`src/rtl/adder_pkg.sv`:
```
// Shared types and constants for the pipelined adder.
// The stage record is sized for the widest legal operand so one typedef
// serves every WIDTH; instances use only the low WIDTH bits.
package adder_pkg;

    localparam int DEFAULT_WIDTH  = 32;
    localparam int DEFAULT_STAGES = 4;
    localparam int MAX_WIDTH      = 64;

    // Bits added per pipeline stage.
    function automatic int chunk_width(input int width, input int stages);
        return width / stages;
    endfunction

    // One pipeline stage record. Operand chunks not yet added ride along in
    // a/b, finished low sum chunks ride along in psum, and carry is the chunk
    // carry handed to the next stage (the final carry-out at the last stage).
    typedef struct packed {
        logic                 valid;
        logic                 carry;
        logic                 sub;
        logic [MAX_WIDTH-1:0] a;
        logic [MAX_WIDTH-1:0] b;
        logic [MAX_WIDTH-1:0] psum;
    } stage_rec_t;

endpackage

```
`src/rtl/add_chunk.sv`:
```
// Combinational W-bit ripple-carry adder with carry-in and carry-out;
// one instance per pipeline stage.
module add_chunk #(
    parameter int W = 8
) (
    input  logic [W-1:0] a,
    input  logic [W-1:0] b,
    input  logic         ci,
    output logic [W-1:0] s,
    output logic         co
);

    // Ripple the carry bit by bit through the chunk.
    always_comb begin
        logic [W:0] c;
        // NOTE: every output of a combinational block gets a default before
        // any conditional or looped assignment, so no path can infer a latch.
        s    = '0;
        c    = '0;
        c[0] = ci;
        for (int i = 0; i < W; i++) begin
            s[i]   = a[i] ^ b[i] ^ c[i];
            c[i+1] = (a[i] & b[i]) | (c[i] & (a[i] ^ b[i]));
        end
        co = c[W];
    end

endmodule

```
`src/rtl/pipelined_adder.sv`:
```
// Pipelined WIDTH-bit adder: {cout,sum} = a + b + cin, computed CHUNK bits per
// stage over STAGES registered stages, with a valid/ready handshake on both
// sides. The whole pipeline advances together and stalls together when the
// output is held.
//
// Optional feature: define PIPELINED_ADDER_SUB_EN to add the `sub` input.
// With sub=1 the beat computes a + ~b + 1 (cin ignored); cout=1 then means
// no borrow, and ovf is judged against the inverted b.
module pipelined_adder
    import adder_pkg::*;
#(
    parameter int WIDTH  = DEFAULT_WIDTH,
    parameter int STAGES = DEFAULT_STAGES
) (
    input  logic             clk,
    input  logic             rst_n,
    input  logic             in_valid,
    output logic             in_ready,
    input  logic [WIDTH-1:0] a,
    input  logic [WIDTH-1:0] b,
    input  logic             cin,
`ifdef PIPELINED_ADDER_SUB_EN
    input  logic             sub,
`endif
    output logic             out_valid,
    input  logic             out_ready,
    output logic [WIDTH-1:0] sum,
    output logic             cout,
    output logic             ovf
);

    localparam int CHUNK = chunk_width(WIDTH, STAGES);
    localparam int LAST  = STAGES - 1;

    // Reject configurations the chunk slicing cannot represent.
    if (STAGES < 1 || WIDTH < 4 || WIDTH > MAX_WIDTH || (WIDTH % STAGES) != 0) begin : g_bad_params
        $error("pipelined_adder: WIDTH must be 4..64 and a multiple of STAGES");
    end

    stage_rec_t stage_q [STAGES];  // registered record after each stage
    stage_rec_t stage_in [STAGES]; // record entering each stage's adder
    stage_rec_t stage_d [STAGES];  // record leaving each stage's adder

    logic [STAGES-1:0][CHUNK-1:0] chunk_a;
    logic [STAGES-1:0][CHUNK-1:0] chunk_b;
    logic [STAGES-1:0][CHUNK-1:0] chunk_s;
    logic [STAGES-1:0]            chunk_ci;
    logic [STAGES-1:0]            chunk_co;

    logic adv;
    logic beat_sub;

`ifdef PIPELINED_ADDER_SUB_EN
    assign beat_sub = sub;
`else
    assign beat_sub = 1'b0;
`endif

    // The pipeline moves whenever the output slot is empty or being drained.
    assign adv      = !stage_q[LAST].valid || out_ready;
    assign in_ready = adv;

    // Build the incoming record from the port beat and chain the rest from
    // the previous stage's register; subtract folds into b and the carry-in.
    always_comb begin
        stage_in[0]                = '0;
        stage_in[0].valid          = in_valid;
        stage_in[0].sub            = beat_sub;
        stage_in[0].a[WIDTH-1:0]   = a;
        stage_in[0].b[WIDTH-1:0]   = beat_sub ? ~b : b;
        stage_in[0].carry          = beat_sub ? 1'b1 : cin;
        for (int k = 1; k < STAGES; k++) begin
            stage_in[k] = stage_q[k-1];
        end
    end

    // One ripple adder per stage, each working on its own chunk.
    for (genvar g = 0; g < STAGES; g++) begin : g_stage
        assign chunk_a[g]  = stage_in[g].a[g*CHUNK +: CHUNK];
        assign chunk_b[g]  = stage_in[g].b[g*CHUNK +: CHUNK];
        assign chunk_ci[g] = stage_in[g].carry;

        add_chunk #(
            .W (CHUNK)
        ) u_add_chunk (
            .a  (chunk_a[g]),
            .b  (chunk_b[g]),
            .ci (chunk_ci[g]),
            .s  (chunk_s[g]),
            .co (chunk_co[g])
        );
    end

    // Merge each stage's chunk sum and carry into the record it passes on.
    always_comb begin
        for (int k = 0; k < STAGES; k++) begin
            stage_d[k]                         = stage_in[k];
            stage_d[k].psum[k*CHUNK +: CHUNK]  = chunk_s[k];
            stage_d[k].carry                   = chunk_co[k];
        end
    end

    // Stage registers: cleared by reset, otherwise advance in lock-step.
    always_ff @(posedge clk) begin
        if (!rst_n) begin
            // NOTE: the records are cleared in full, not just their valid bits,
            // because the output fields must read zero straight after reset.
            for (int k = 0; k < STAGES; k++) begin
                stage_q[k] <= '0;
            end
        end else if (adv) begin
            // NOTE: sequential state is assigned non-blocking so every stage
            // samples its predecessor's pre-edge value.
            for (int k = 0; k < STAGES; k++) begin
                stage_q[k] <= stage_d[k];
            end
        end
    end

    assign out_valid = stage_q[LAST].valid;
    assign sum       = stage_q[LAST].psum[WIDTH-1:0];
    assign cout      = stage_q[LAST].carry;
    // b already holds the operand actually added, so this covers subtract too.
    assign ovf       = (stage_q[LAST].a[WIDTH-1] == stage_q[LAST].b[WIDTH-1]) &&
                       (stage_q[LAST].psum[WIDTH-1] != stage_q[LAST].a[WIDTH-1]);

endmodule
```
`config.mk`:
```
export PLATFORM = sky130hd
export DESIGN_NAME = pipelined_adder
export DESIGN_NICKNAME = d
export VERILOG_FILES = /design/src/rtl/adder_pkg.sv /design/src/rtl/add_chunk.sv /design/src/rtl/pipelined_adder.sv
export SDC_FILE = /design/constraint.sdc
export NUM_CORES = 1
export LEC_CHECK = 0
export ABC_CLOCK_PERIOD_IN_PS = 7900
export CAP_MARGIN = 20
export CORE_MARGIN = 2
export CORE_UTILIZATION = 45
export CTS_CLUSTER_SIZE = 30
export DETAILED_ROUTE_END_ITERATION = 12
export PLACE_DENSITY = 0.67
export SYNTH_ARGS = -nofsm -noshare
export SYNTH_HDL_FRONTEND = slang
export SYNTH_SLANG_ARGS = --single-unit
```
`constraint.sdc`:
```
create_clock -name clk -period 7.9 [get_ports clk]
set_input_delay 1.58 -clock clk [delete_from_list [all_inputs] [get_ports clk]]
set_output_delay 1.58 -clock clk [all_outputs]
set_load 0.05 [all_outputs]
```
==> impl_metrics.yaml <==
status:
  run_status: "finished, final reports clean"
cells_and_area:
  reg_top3: "stage_q x186"
  final-instance-count-excl-fill: 847
  design.final.nets: 669
  utilization_pct: 53.38
  growth_of_design_area_from_synthesis_to_finish_pct: 17.46
  largest_register_ff_count: 186
  regMostFlops: "stage_q"
  finalInstanceArea_mm2: 0.01029
  post_route_cells_drive_above_1_share_pct: 24.27
critical_path:
  crit-reg2reg-capture: "stage_q[1][15]$_SDFFCE_PN0P_"
  cpMaxStageDelayCell: "clkdlybuf4s50_1"
  arrival_ns: 3.58
  crit_path_frequent_cell: "clkdlybuf4s50_1"
  cp-start-kind: "input pin"
  worst-path-max-fanout: 59
  cp.buffers_inverters: 4
  worstRegToRegCells: 12
  crit_chain: "clkdlybuf4s50_1, nor2b_4, buf_4, inv_1, clkdlybuf4s50_1"
  crit_type: "in2out"
  worst-path-stages: 5
  worst_setup_path_endpoint: "in_ready"
  critical-path-top-delay-family: "buffers and inverters"
  setup.worst_path.end_class: "output port"
  crit_path_start: "out_ready"
  timing.rr.start: "stage_q[0][136]$_SDFFCE_PN0P_"
  cp.required_ns: 6.32
  ff2ff_setup_slack_ns: 3.95
  slowest_delay_ns: 0.72
die:
  floorplan.initialDensity_pct: 45.44
  pin_count: 105
  rows: 51
  fp.dieW_um: 143.5
  core_region_area_mm2: 0.01927
  die_h_um: 143.5
  design.die.area_mm2: 0.02059
drt:
  route.vias.total: 4118
  total_detailed_routing_wirelength_um: 13340
  firstDrtPassIters: 4
  final_antenna_net_count: 0
  drt_drc_violations_left: 0
  vias_per_cell: 4.862
  route.detailed.wl_per_inst_um: 15.75
  dr.first_iter.drc_count: 253
logic_synthesis:
  mappedNetlistArea_mm2: 0.008757
  synth_cell_type_count: 16
  seq_area_frac_synth_pct: 63.78
  post_synth.cell_area_avg_um2: 17.10
  netlist_instances: 512
  synthesis.nets: 613
  yosys_warnings: 0
  postSynthRegisterBits: 186
global_route:
  grt_antenna_before_repair: 2
  grt_pass1_vias: 4226
  maximum_number_of_pins_on_one_net_before_global_route_repair: 109
  grt_overflow: 0
  grt_use_total_pct: 13.34
  grt_first_pass_wirelength_um: 20900
clock_network:
  cts.path.max_buffers: 2
  cts_hold_buf: 0
  cts_repair_resize_count: 0
  cts_tree: "yes"
  worst_skew_pair_latency_ns: 0.42
  post_cts_setup_buffer_count: 0
  cts_made_buffers: 17
  clock-root-buffer: "clkbuf_16"
  h_tree_depth: 4
  clock_sink_count: 186
  cts.clk_slew.worst_paths_ns: 0.07
sta:
  finalClockSkew_ns: 0.007930
  period_share_pct: 65.26
  final.setup.worst_slack_ns: 2.745
  finalSetupViolCount: 0
  finalHoldViolations: 0
  slew_viol_final: 0
  final.setup.tns_ns: 0
  fmax_ghz: 0.1940
  worstMarginPinSlew_ns: 0.9768
  rsz_0062_raised_after_global_routing: "false"
  relSlewSlack_pct: 34.88
  timing.final.crit_period_ns: 5.155
job:
  max_cap_viol_count: 0
placed_design:
  dp.cells: 814
  finalWeightedCongestion: 0.7409
  post-place-ws_ns: 2.318
  detailedPlacementHpwl_um: 7950
  dpl-instance-area_mm2: 0.009669
  numPortBuffers: 104
power:
  leakage_nw: 3.844
  power-per-cell-area_mw_per_mm2: 219.5
  power.ir.vdd_worst_mv: 0.1414
min_path:
  hold_class: "reg2reg"
==> how the worst min path moves through the flow <==
| stage | startpoint | depth (start not counted) | endpoint |
|---|---|---|---|
| detailed placement | stage_q[1][12]$_SDFFCE_PN0P_ | 1 | stage_q[2][12]$_SDFFCE_PN0P_ |
| CTS | stage_q[1][5]$_SDFFCE_PN0P_ | 1 | stage_q[2][5]$_SDFFCE_PN0P_ |
| global placement | stage_q[1][3]$_SDFFCE_PN0P_ | 1 | stage_q[2][3]$_SDFFCE_PN0P_ |
| finish | stage_q[1][5]$_SDFFCE_PN0P_ | 1 | stage_q[2][5]$_SDFFCE_PN0P_ |
| floorplan | stage_q[0][0]$_SDFFCE_PN0P_ | 1 | stage_q[1][0]$_SDFFCE_PN0P_ |
| global route | stage_q[1][9]$_SDFFCE_PN0P_ | 1 | stage_q[2][9]$_SDFFCE_PN0P_ |
==> cell usage in the layout (no fill, tap or decap) <==
master / instances
inv_6: 5
nand3b_1: 1
nor3_1: 14
nand2_4: 1
clkbuf_16: 17
diode_2: 1
nor3b_2: 100
fa_1: 32
nor2b_4: 1
clkinvlp_4: 1
clkinv_2: 2
edfxtp_1: 186
nand2b_1: 1
inv_8: 2
clkinv_4: 3
clkdlybuf4s50_1: 104
buf_4: 6
o21ai_0: 1
nor3b_1: 72
inv_1: 29
bufinv_16: 3
==> cell usage after synthesis <==
library cell / n / area (µm²)
buf_2: 23 / 115.1
nor3b_1: 72 / 540.5
edfxtp_1: 186 / 5585
inv_2: 1 / 3.750
nor2b_1: 1 / 6.260
buf_6: 14 / 157.7
fa_1: 32 / 640.6
o21ai_0: 1 / 5.000
buf_4: 32 / 240.2
nor3_1: 14 / 70.07
inv_1: 29 / 108.9
nand3b_1: 1 / 7.510
nand2b_1: 1 / 6.260
nand2_1: 1 / 3.750
clkbuf_1: 4 / 15.01
nor3b_2: 100 / 1251
==> report_power, final <==
| group | switching [mW] | internal (mW) | total [mW] |
|---|---|---|---|
| combinational | 0.104 | 0.102 | 0.205 |
| sequential | 0.0185 | 1.15 | 1.17 |
| clock | 0.376 | 0.506 | 0.882 |
| total | 0.498 | 1.76 | 2.26 |
==> final cells by class <==
cell class	count	area [µm²]
Timing Repair Buffer	110	1086
Multi-Input combinational cell	223	2546
Clock inverter	15	188.9
Antenna cell	1	2.502
Tap cell	265	331.6
Clock buffer	17	425.4
Fill cell	1581	8985
Sequential cell	186	5585
Inverter	30	120.1
==> per-layer routing <==
metal  share of wire, %  global-route usage (%)  vias to the layer above
met3                4.7                   4.232                       17
met1                 44                   17.10                     2073
met2                 49                   21.20                       87
li1                   -                       -                     1941
met5                  0                       0                        -
met4                1.6                   5.366                        0
==> per-stage QoR <==
stage,power [mW],hold WS [ns]
after global routing,2.343,0.5872
after detailed placement,1.401,0.5455
after floorplan,1.335,0.5375
after global placement,1.394,0.5424
final,2.258,0.5608
after CTS,2.285,0.5682
==> cells by family after synthesis <==
kind of cell               share of synthesized area (%)
AOI/OAI and AO/OA                                0.05710
adders and majority gates                          7.315
buffers and inverters                              7.315
DFF                                                63.78
and+or+nand+nor                                    21.53
No activity file was read; power rests on OpenSTA's default activity.
